## src/rtl/csa_fs_pkg.sv

```systemverilog
// Shared types and helpers for the fault-secure carry-select adder.
package csa_fs_pkg;

    typedef enum logic [1:0] {
        FI_NONE   = 2'd0,
        FI_SUM    = 2'd1,
        FI_SUMINV = 2'd2,
        FI_PAR    = 2'd3
    } fi_sel_e;

    typedef struct packed {
        logic    vld;
        logic    pa;
        logic    pb;
        fi_sel_e fi;
    } s1_meta_t;

    typedef struct packed {
        logic    vld;
        logic    pa;
        logic    pb;
        fi_sel_e fi;
        logic    chk_in;
    } s2_meta_t;

    localparam int PAR_MAX_W = 1024;

    function automatic logic parity(input logic [PAR_MAX_W-1:0] v);
        return ^v;
    endfunction

endpackage

```

## src/rtl/csa_fs_block_dual.sv

```systemverilog
// One carry-select block computing both cin candidates on a true rail and on a
// complemented rail (~a,~b inputs) with its own carry chain.
module csa_block_dual #(
    parameter int BLK_W = 13
) (
    input  logic [BLK_W-1:0] a,
    input  logic [BLK_W-1:0] b,
    output logic [BLK_W-1:0] t_sum0,
    output logic [BLK_W-1:0] t_sum1,
    output logic             t_c0,
    output logic             t_c1,
    output logic [BLK_W-1:0] i_sum0,
    output logic [BLK_W-1:0] i_sum1,
    output logic             i_c0,
    output logic             i_c1,
    output logic [BLK_W-1:0] i_cv0,
    output logic [BLK_W-1:0] i_cv1
);

    // Majority is self-dual, so the complemented rail uses the same cell on
    // inverted operands; suffix 0/1 always refers to the true-rail cin.
    always_comb begin
        logic             tc0, tc1, nc0, nc1;
        logic [BLK_W-1:0] na, nb;
        na     = ~a;
        nb     = ~b;
        tc0    = 1'b0;
        tc1    = 1'b1;
        nc0    = 1'b1;
        nc1    = 1'b0;
        t_sum0 = '0;
        t_sum1 = '0;
        i_sum0 = '0;
        i_sum1 = '0;
        i_cv0  = '0;
        i_cv1  = '0;
        for (int i = 0; i < BLK_W; i++) begin
            t_sum0[i] = a[i] ^ b[i] ^ tc0;
            t_sum1[i] = a[i] ^ b[i] ^ tc1;
            tc0       = (a[i] & b[i]) | (a[i] & tc0) | (b[i] & tc0);
            tc1       = (a[i] & b[i]) | (a[i] & tc1) | (b[i] & tc1);
            i_cv0[i]  = nc0;
            i_cv1[i]  = nc1;
            i_sum0[i] = na[i] ^ nb[i] ^ nc0;
            i_sum1[i] = na[i] ^ nb[i] ^ nc1;
            nc0       = (na[i] & nb[i]) | (na[i] & nc0) | (nb[i] & nc0);
            nc1       = (na[i] & nb[i]) | (na[i] & nc1) | (nb[i] & nc1);
        end
        t_c0 = tc0;
        t_c1 = tc1;
        i_c0 = nc0;
        i_c1 = nc1;
    end

endmodule

```

## src/rtl/pipelined_fault_secure_csa_adder.sv

```systemverilog
// Three-stage fault-secure carry-select adder: dual complementary rails,
// input parity check, sum parity prediction and error accounting.
module pipelined_fault_secure_csa_adder
    import csa_fs_pkg::*;
#(
    parameter int WIDTH = 78,
    parameter int BLK_W = 13,
    parameter int CNT_W = 8
) (
    input  logic             clk,
    input  logic             rst_n,
    input  logic             in_valid,
    output logic             in_ready,
    input  logic [WIDTH-1:0] a,
    input  logic [WIDTH-1:0] b,
    input  logic             pa,
    input  logic             pb,
    input  logic [1:0]       fi_sel,
    output logic             out_valid,
    input  logic             out_ready,
    output logic [WIDTH-1:0] s,
    output logic [WIDTH-1:0] s_inv,
    output logic             cout,
    output logic             cout_inv,
    output logic             p_pred,
    output logic             err,
    output logic             err_sticky,
    output logic [CNT_W-1:0] err_cnt,
    input  logic             clr_err
);

    localparam int NBLK = WIDTH / BLK_W;

    if (WIDTH % BLK_W != 0) begin : g_bad_width
        $error("WIDTH must be a multiple of BLK_W");
    end

    logic en;
    assign en       = out_ready | ~out_valid;
    assign in_ready = en;

    // Stage 1: operand capture
    logic [WIDTH-1:0] a1_q, b1_q;
    s1_meta_t         m1_q;

    always_ff @(posedge clk or negedge rst_n) begin
        if (!rst_n) begin
            a1_q <= '0;
            b1_q <= '0;
            m1_q <= '0;
        end else if (en) begin
            a1_q <= a;
            b1_q <= b;
            m1_q <= '{vld: in_valid, pa: pa, pb: pb, fi: fi_sel_e'(fi_sel)};
        end
    end

    // Stage 2: per-block candidates on both rails
    logic [NBLK-1:0][BLK_W-1:0] ts0, ts1, is0, is1, icv0, icv1;
    logic [NBLK-1:0]            tc0, tc1, ic0, ic1, cp0, cp1;

    for (genvar k = 0; k < NBLK; k++) begin : g_blk
        csa_block_dual #(.BLK_W(BLK_W)) u_blk (
            .a      (a1_q[k*BLK_W +: BLK_W]),
            .b      (b1_q[k*BLK_W +: BLK_W]),
            .t_sum0 (ts0[k]),
            .t_sum1 (ts1[k]),
            .t_c0   (tc0[k]),
            .t_c1   (tc1[k]),
            .i_sum0 (is0[k]),
            .i_sum1 (is1[k]),
            .i_c0   (ic0[k]),
            .i_c1   (ic1[k]),
            .i_cv0  (icv0[k]),
            .i_cv1  (icv1[k])
        );
        // Parity of the true internal carries, recovered from the inverted rail.
        assign cp0[k] = ^(~icv0[k]);
        assign cp1[k] = ^(~icv1[k]);
    end

    logic [NBLK-1:0][BLK_W-1:0] ts0_q, ts1_q, is0_q, is1_q;
    logic [NBLK-1:0]            tc0_q, tc1_q, ic0_q, ic1_q, cp0_q, cp1_q;
    s2_meta_t                   m2_q;
    logic                       chk_in;

    assign chk_in = (parity(PAR_MAX_W'(a1_q)) != m1_q.pa) |
                    (parity(PAR_MAX_W'(b1_q)) != m1_q.pb);

    always_ff @(posedge clk or negedge rst_n) begin
        if (!rst_n) begin
            ts0_q <= '0; ts1_q <= '0; is0_q <= '0; is1_q <= '0;
            tc0_q <= '0; tc1_q <= '0; ic0_q <= '0; ic1_q <= '0;
            cp0_q <= '0; cp1_q <= '0;
            m2_q  <= '0;
        end else if (en) begin
            ts0_q <= ts0; ts1_q <= ts1; is0_q <= is0; is1_q <= is1;
            tc0_q <= tc0; tc1_q <= tc1; ic0_q <= ic0; ic1_q <= ic1;
            cp0_q <= cp0; cp1_q <= cp1;
            m2_q  <= '{vld: m1_q.vld, pa: m1_q.pa, pb: m1_q.pb, fi: m1_q.fi, chk_in: chk_in};
        end
    end

    // Stage 3: independent ripple select per rail, fault injection, checking
    logic [WIDTH-1:0] s_d, sinv_d;
    logic             cout_d, coutinv_d, ppred_d, err_d;

    always_comb begin
        logic tc, nc, cp;
        tc     = 1'b0;
        nc     = 1'b1;
        cp     = 1'b0;
        s_d    = '0;
        sinv_d = '0;
        for (int k = 0; k < NBLK; k++) begin
            s_d[k*BLK_W +: BLK_W]    = tc ? ts1_q[k] : ts0_q[k];
            sinv_d[k*BLK_W +: BLK_W] = nc ? is0_q[k] : is1_q[k];
            cp = cp ^ (nc ? cp0_q[k] : cp1_q[k]);
            tc = tc ? tc1_q[k] : tc0_q[k];
            nc = nc ? ic0_q[k] : ic1_q[k];
        end
        cout_d    = tc;
        coutinv_d = nc;
        ppred_d   = m2_q.pa ^ m2_q.pb ^ cp;
        unique case (m2_q.fi)
            FI_SUM:    s_d[0]    = ~s_d[0];
            FI_SUMINV: sinv_d[0] = ~sinv_d[0];
            FI_PAR:    ppred_d   = ~ppred_d;
            default:   ;
        endcase
        err_d = m2_q.chk_in | (s_d != ~sinv_d) | (cout_d != ~coutinv_d) |
                (parity(PAR_MAX_W'(s_d)) != ppred_d);
    end

    logic             vld3_q, cout_q, coutinv_q, ppred_q, err_q, sticky_q;
    logic [WIDTH-1:0] s_q, sinv_q;
    logic [CNT_W-1:0] cnt_q;

    always_ff @(posedge clk or negedge rst_n) begin
        if (!rst_n) begin
            vld3_q    <= 1'b0;
            s_q       <= '0;
            sinv_q    <= '0;
            cout_q    <= 1'b0;
            coutinv_q <= 1'b0;
            ppred_q   <= 1'b0;
            err_q     <= 1'b0;
        end else if (en) begin
            vld3_q    <= m2_q.vld;
            s_q       <= s_d;
            sinv_q    <= sinv_d;
            cout_q    <= cout_d;
            coutinv_q <= coutinv_d;
            ppred_q   <= ppred_d;
            err_q     <= m2_q.vld & err_d;
        end
    end

    // Clear wins over a coincident erroneous handshake.
    always_ff @(posedge clk or negedge rst_n) begin
        if (!rst_n) begin
            sticky_q <= 1'b0;
            cnt_q    <= '0;
        end else if (clr_err) begin
            sticky_q <= 1'b0;
            cnt_q    <= '0;
        end else if (vld3_q & out_ready & err_q) begin
            sticky_q <= 1'b1;
            if (cnt_q != '1) cnt_q <= cnt_q + CNT_W'(1);
        end
    end

    assign out_valid  = vld3_q;
    assign s          = s_q;
    assign s_inv      = sinv_q;
    assign cout       = cout_q;
    assign cout_inv   = coutinv_q;
    assign p_pred     = ppred_q;
    assign err        = err_q;
    assign err_sticky = sticky_q;
    assign err_cnt    = cnt_q;

endmodule

```

## config.mk

```make
export PLATFORM = sky130hd
export DESIGN_NAME = pipelined_fault_secure_csa_adder
export DESIGN_NICKNAME = d
export VERILOG_FILES = /design/src/rtl/csa_fs_pkg.sv /design/src/rtl/csa_fs_block_dual.sv /design/src/rtl/pipelined_fault_secure_csa_adder.sv
export SDC_FILE = /design/constraint.sdc
export NUM_CORES = 2
export LEC_CHECK = 0
export ABC_AREA = 1
export BUFFER_PORTS_ARGS = -buffer_cell sky130_fd_sc_hd__buf_4
export CORE_MARGIN = 4
export CORE_UTILIZATION = 61
export DETAILED_ROUTE_END_ITERATION = 12
export PLACE_DENSITY_LB_ADDON = 0.25
export RECOVER_POWER = 100
export SYNTH_ARGS = -nofsm -noshare
export SYNTH_HDL_FRONTEND = slang
export SYNTH_SLANG_ARGS = --single-unit
```

## constraint.sdc

```tcl
create_clock -name clk -period 14.6 [get_ports clk]
set_input_delay 0.73 -clock clk [delete_from_list [all_inputs] [get_ports clk]]
set_output_delay 0.73 -clock clk [all_outputs]
set_load 0.005 [all_outputs]
```

* Word-level counts from Yosys, hierarchy flattened *
Index checks and enable logic that the tools add are counted.

word-level totals
  output and inout bits = 171
  bits in registers = 659

cells by class
  $add $sub $neg = 1
  equality and inequality tests = 9
  reduce and logical (&&, ||, !) cells = 18
  bitwise operators = 1,808
  mux-type cells = 33

operator list
  cell                 number
  $reduce_xor 1024->1  3
  $and 1x1->1          735
  $or 1x1->1           605
  $xor 1x1->1          427
  $not 13->13          24
  $reduce_xor 13->1    12
  $mux 13              10
  $ne 78x78->1         1
  $not 78->78          1
  $mux 8               3
  $mux 1               20
  $not 1->1            16
  $add 8x1->8 const B  1
  $ne 8x8->1 const B   1
  $eq 2x2->1 const B   2
  $ne 1x1->1           4
  $reduce_bool 2->1    2
  $eq 2x1->1 const B   1
  $reduce_and 2->1     1

* Logic depth before layout (Yosys ltp) *
  depth in word-level cells = 40
  mapped depth = 26
  gate-level depth less buffers = 25

* Hierarchy *
From an unflattened synthesis, not the netlist that was laid out.

second synthesis, totals
  cell total of the unflattened synthesis = 4,638
  area total of the unflattened synthesis = 39,048.7 um2

modules (own cells, without submodules)
  module                            area an instance (um2)  sequential area each (um2)  cells each  instances
  pipelined_fault_secure_csa_adder  31,834.3                16,415.7                    4,044       1
  csa_block_dual                    1,202.4                 0.0                         99          6

* Worst setup path before layout *
OpenSTA, ideal clock, no wires.

  kind = register to register
  start point = register a1_q[13]
  end point = register cp1_q[1]
  data required time = 14.470 ns
  stages on the path, launching flop included = 19
  path slack = 8.587 ns
  clock period less this slack = 6.013 ns
  setup time = 0.130 ns
  data arrival time = 5.883 ns
  cells stage by stage = dfrtp_1 -> inv_1 -> ha_1 -> fa_1 -> fa_1 -> fa_1 -> fa_1 -> fa_1 -> fa_1 -> fa_1 -> fa_1 -> fa_1 -> fa_1 -> fa_1 -> xor2_1 -> xor2_1 -> a21oi_1 -> o21ai_0 -> o21ai_0

on the way
  longest elaborated chain between the ends = 37

ends and longest elaborated chain
  what                      RTL line                                source
  start, declared           pipelined_fault_secure_csa_adder.sv:43  logic [WIDTH-1:0] a1_q, b1_q;
  start signal, assigned    pipelined_fault_secure_csa_adder.sv:48  a1_q <= '0;
  start signal, assigned    pipelined_fault_secure_csa_adder.sv:52  a1_q <= a;
  $not 13->13 (*)           csa_fs_block_dual.sv:25                 na = ~a;
  $and 1x1->1 (*)           csa_fs_block_dual.sv:47                 nc1 = (na[i] & nb[i]) | (na[i] & nc1) | (nb[i] & nc1);
  $and 1x1->1               csa_fs_block_dual.sv:47
  $or 1x1->1 (2 in series)  csa_fs_block_dual.sv:47
  $and 1x1->1               csa_fs_block_dual.sv:47
  $or 1x1->1 (2 in series)  csa_fs_block_dual.sv:47
  $and 1x1->1               csa_fs_block_dual.sv:47
  $or 1x1->1 (2 in series)  csa_fs_block_dual.sv:47
  [15 not listed]           n/a
  $and 1x1->1               csa_fs_block_dual.sv:47
  $or 1x1->1 (2 in series)  csa_fs_block_dual.sv:47
  $and 1x1->1               csa_fs_block_dual.sv:47
  $or 1x1->1 (2 in series)  csa_fs_block_dual.sv:47
  $and 1x1->1               csa_fs_block_dual.sv:47
  $or 1x1->1 (2 in series)  csa_fs_block_dual.sv:47
  $not 13->13 (*)           pipelined_fault_secure_csa_adder.sv:79  assign cp1[k] = ^(~icv1[k]);
  $reduce_xor 13->1 (*)     pipelined_fault_secure_csa_adder.sv:79
  end signal, assigned      pipelined_fault_secure_csa_adder.sv:99  cp0_q <= cp0; cp1_q <= cp1;
  end, declared             pipelined_fault_secure_csa_adder.sv:83  logic [NBLK-1:0] tc0_q, tc1_q, ic0_q, ic1_q, cp0_q, cp1_q;

Every way passes the cells marked *; elsewhere a longest branch is shown, timed or not.
A chain may end at the register's enable or synchronous reset.

* Worst setup path in the final report *
  start point = register vld3_q (netlist: out_valid)
  end point = output port in_ready

on the way
  longest elaborated chain between the ends = 2

ends and longest elaborated chain
  what                    RTL line                                 source
  start, declared         pipelined_fault_secure_csa_adder.sv:135  logic vld3_q, cout_q, coutinv_q, ppred_q, err_q, sticky_q;
  start signal, assigned  pipelined_fault_secure_csa_adder.sv:149  vld3_q <= m2_q.vld;
  $not 1->1               pipelined_fault_secure_csa_adder.sv:39   assign en = out_ready | ~out_valid;
  $or 1x1->1              pipelined_fault_secure_csa_adder.sv:39
  end, declared           pipelined_fault_secure_csa_adder.sv:13   output logic in_ready,

Every way passes these cells.

==> results.md <==
- Outcome: complete, but fails checks
- Failing checks: max-capacitance violations, max-slew violations
- Global route total overflow: 0
- Number of remaining DRC errors: 0
- Worst hold start: clr_err
- Top FF cell, synth: dfrtp_1
- Worst-path clk slew: 0.06 ns
- Post-synth EDFFs: 0
- Crit-path slowest cell: clkbuf_1
- WL per Instance: around 18 µm
- Total iterations of the first detailed-routing run: 6
- Root Driver: clkbuf_16
- Worst slew margin: -4.167
- Fin crit period: 9.622 ns
- HP Class: primary input to flop
- Total Routing Usage GR: 0.2964
- Buf+Inv Stages, Crit Path: 4
- FF/Latch Area: 16170 µm²
- Worst skew pair latency: 0.61 ns
- Synthesis-to-layout area growth: 13.86%
- Htree depth: 3
- Nets: 4867
- Max Cap Viol: 6
- Syn_area_per_cell: 8.879 µm²
- Final hold viol count: 0
- FP Rows: 89
- Share of post-route cells with drive strength above 1: 0.1015
- Total CTS buffers: roughly 70
- WS Path Type: flop to output pin
- Setup violators final: 0
- Multi-input gate area: roughly 18000 µm²
- Slowest stage delay, CP: about 5.4 ns
- Post-synth ARST share: 1.000
- Reg-to-Reg Start: out_valid
- TNS Setup: 0 ns
- Largest fanout on the critical path: about 210
- Setup bufs post-CTS: 0
- Slew Viols, Final: 613
- Die area: ~65000 µm²
- Post-CTS sizing: 0
- Max Root-Sink Buffers: 3
- Crit path launch: out_valid
- Post-route clock period utilization: 0.6590
- Final Skew: 0.01346 ns
- Die Height: roughly 250 µm
- Register area share after synthesis: 0.4372
- Largest net degree at the start of global routing: 260
- Vias in the first global route: roughly 28000
- Initial Util: 0.6218
- Hold Buf Count CTS: 0
- R2R Setup Slk: 5.37 ns
- Die W: 254.2 µm
- IO Count: 336
- Distinct cells, synth: a little over 40
- Post-Syn Area: 36970 µm²
- Top achievable clock speed: around 100 MHz
- FILL cells: 4564
- CTS tree: yes
- #FFs+latches synth: 646
- Initial antenna violation count: 3
- IO buf count: 335
- Detailed Route Iter0 Violations: 2618
- Slew @ Worst Pin: just under 8 ns
- DRT Wirelength: 95060 µm
- Antenna viol nets, final: 0
- RSZ-0062 raised after global routing: no
- Cells after synthesis: 4164
- Worst path cell trace: inv_1, nor2_1, inv_8, clkbuf_1, clkbuf_4
- Ys Warns: 0
- DR vias/cell: around 5.4
- Final RePlAce weighted congestion: 0.9132
- Core Box Area: 59460 µm²
- Via count: 28500
- Cell family with most CP delay: buffers and inverters
- Syn_nets: between 4000 and 5000
- Num Clock Sinks: 646
- Arr. time, crit path: 8.89 ns
- Crit path capture type: output pin
- Critical Path Start Type: flop
- CP required: 13.87 ns
- First-pass GRT wire length: 150300 µm
- HPWL Detailed: 69290 µm
## layout by cell type (no fill, tap or decap), types with 4 or more instances in the layout
| cell | synthesis | routed |
|---|---|---|
| a21oi_1 | 16 | 16 |
| fa_1 | 264 | 264 |
| clkbuf_4 | 0 | 128 |
| clkbuf_8 | 0 | 14 |
| nand3_1 | 65 | 65 |
| nand2_1 | 1423 | 1424 |
| dfrtp_1 | 646 | 646 |
| or2_2 | 8 | 8 |
| clkinv_2 | 0 | 13 |
| ha_1 | 23 | 23 |
| o2111ai_1 | 4 | 4 |
| nor2_1 | 52 | 52 |
| nand3_4 | 5 | 5 |
| buf_4 | 13 | 166 |
| nand4_1 | 18 | 18 |
| buf_12 | 0 | 4 |
| nand2_4 | 6 | 6 |
| o21bai_1 | 6 | 6 |
| inv_6 | 1 | 4 |
| xor2_1 | 114 | 114 |
| o21ai_1 | 17 | 17 |
| nor3_1 | 10 | 10 |
| nand2_2 | 9 | 8 |
| o21ai_0 | 609 | 609 |
| o21ai_2 | 7 | 7 |
| bufinv_16 | 0 | 5 |
| clkbuf_16 | 0 | 75 |
| clkbuf_1 | 140 | 65 |
| xnor2_1 | 229 | 229 |
| inv_1 | 439 | 438 |
## layout make-up
class                           instances  share of cell area
Antenna cell                            3           0.0001783
Clock buffer                          106             0.05067
Clock inverter                         24            0.006330
Inverter                              441             0.03962
Multi-Input combinational cell       2908              0.4376
Sequential cell                       646              0.3840
Tap cell                              773             0.02297
Timing Repair Buffer                  347             0.05870
## routing by layer
layer	track usage	vias up	part of all wire
met1	0.4111	13920	0.42
met4	0.1019	0	0.035
li1	-	13400	-
met5	0	-	0
met2	0.4696	986	0.47
met3	0.06853	193	0.077
## worst paths after layout
check / depth (start not counted) / endpoint
max in group asynchronous: 3 / ts0_q[15]
max reg2reg: 7 / b1_q[53]
min in group asynchronous: 1 / s_inv[41]
min: 2 / err_sticky
max: 5 / in_ready
min reg2reg: 2 / out_valid
## cell usage after synthesis (2+ instances only)
master	instances	area, µm²
nand3b_1	3	22.52
nand2_4	6	67.56
nand3_1	65	325.3
o21a_1	2	15.01
dfrtp_1	646	16170
ha_1	23	287.8
xor2_1	114	998.5
o21ai_2	7	61.31
a221oi_1	3	26.28
buf_1	3	11.26
a21oi_1	16	80.08
o21ai_1	17	85.08
nor2_1	52	195.2
buf_6	4	45.04
nand2_2	9	56.30
xnor2_1	229	2006
o2111ai_1	4	35.03
inv_1	439	1648
nand3_2	3	30.03
buf_2	9	45.04
o211ai_1	2	15.01
or2_2	8	50.05
nand3_4	5	87.58
fa_1	264	5285
buf_4	13	97.59
o21bai_1	6	45.04
nor3_1	10	50.05
o22ai_1	3	18.77
o21ai_0	609	3048
nand4_1	18	112.6
nand2_1	1423	5341
clkbuf_1	140	525.5
## registers in the layout, summed over array words and instances (netlist names), 5 cells and up
| signal | cells |
|---|---|
| a1_q | 78 |
| b1_q | 78 |
| s | 78 |
| s_inv | 78 |
| is0_q | 73 |
| ts0_q | 66 |
| ts1_q | 65 |
| is1_q | 60 |
| s_d | 12 |
| err_cnt | 8 |
| cp0_q | 6 |
| ic0_q | 6 |
| m2_q | 6 |
| tc0_q | 6 |
| cp1_q | 5 |
| ic1_q | 5 |
| m1_q | 5 |
| tc1_q | 5 |
## worst reg2reg max path, stage by stage (launching register included)
cell      delay [ns]
dfrtp_1         0.39
inv_1           0.07
nor2_1          0.50
inv_8           0.78
clkbuf_1        5.42
buf_4           1.46
nand2_1         0.37
o21ai_0         0.16
## stage by stage
stage / instances / util / hold WS [ns] / setup WS [ns] / instance area [µm²]
final: 5248 / 0.7080 / 0.3164 / 4.978 / 42100
after CTS: 5245 / 0.7115 / 0.2121 / 8.017 / 42310
after global routing: 5245 / 0.7079 / 0.3016 / 3.972 / 42090
after global placement: 5115 / 0.6711 / 0.4562 / 8.310 / 39910
after detailed placement: 5115 / 0.6711 / 0.4605 / 8.120 / 39910
after floorplan: 4164 / - / 0.4317 / 8.587 / 36970
## kinds of logic (layout without fill, tap and decap cells)
kind of cell / count (synthesis) / count (layout) / share of synthesized area
AND/OR/NAND/NOR: 1605 / 1605 / 0.1724
AO/OA/AOI/OAI: 671 / 671 / 0.09316
flip-flops: 646 / 646 / 0.4372
buffers and inverters: 610 / 918 / 0.06450
XOR/XNOR: 344 / 344 / 0.08169
adder cells (fa/ha/maj): 287 / 287 / 0.1507
multiplexers: 1 / 1 / 0.0002707
other: 0 / 3 / 0
Power is left out: the tool's default activity adds up to more than one toggle a clock period on the data nets, which glitch-free logic cannot reach.
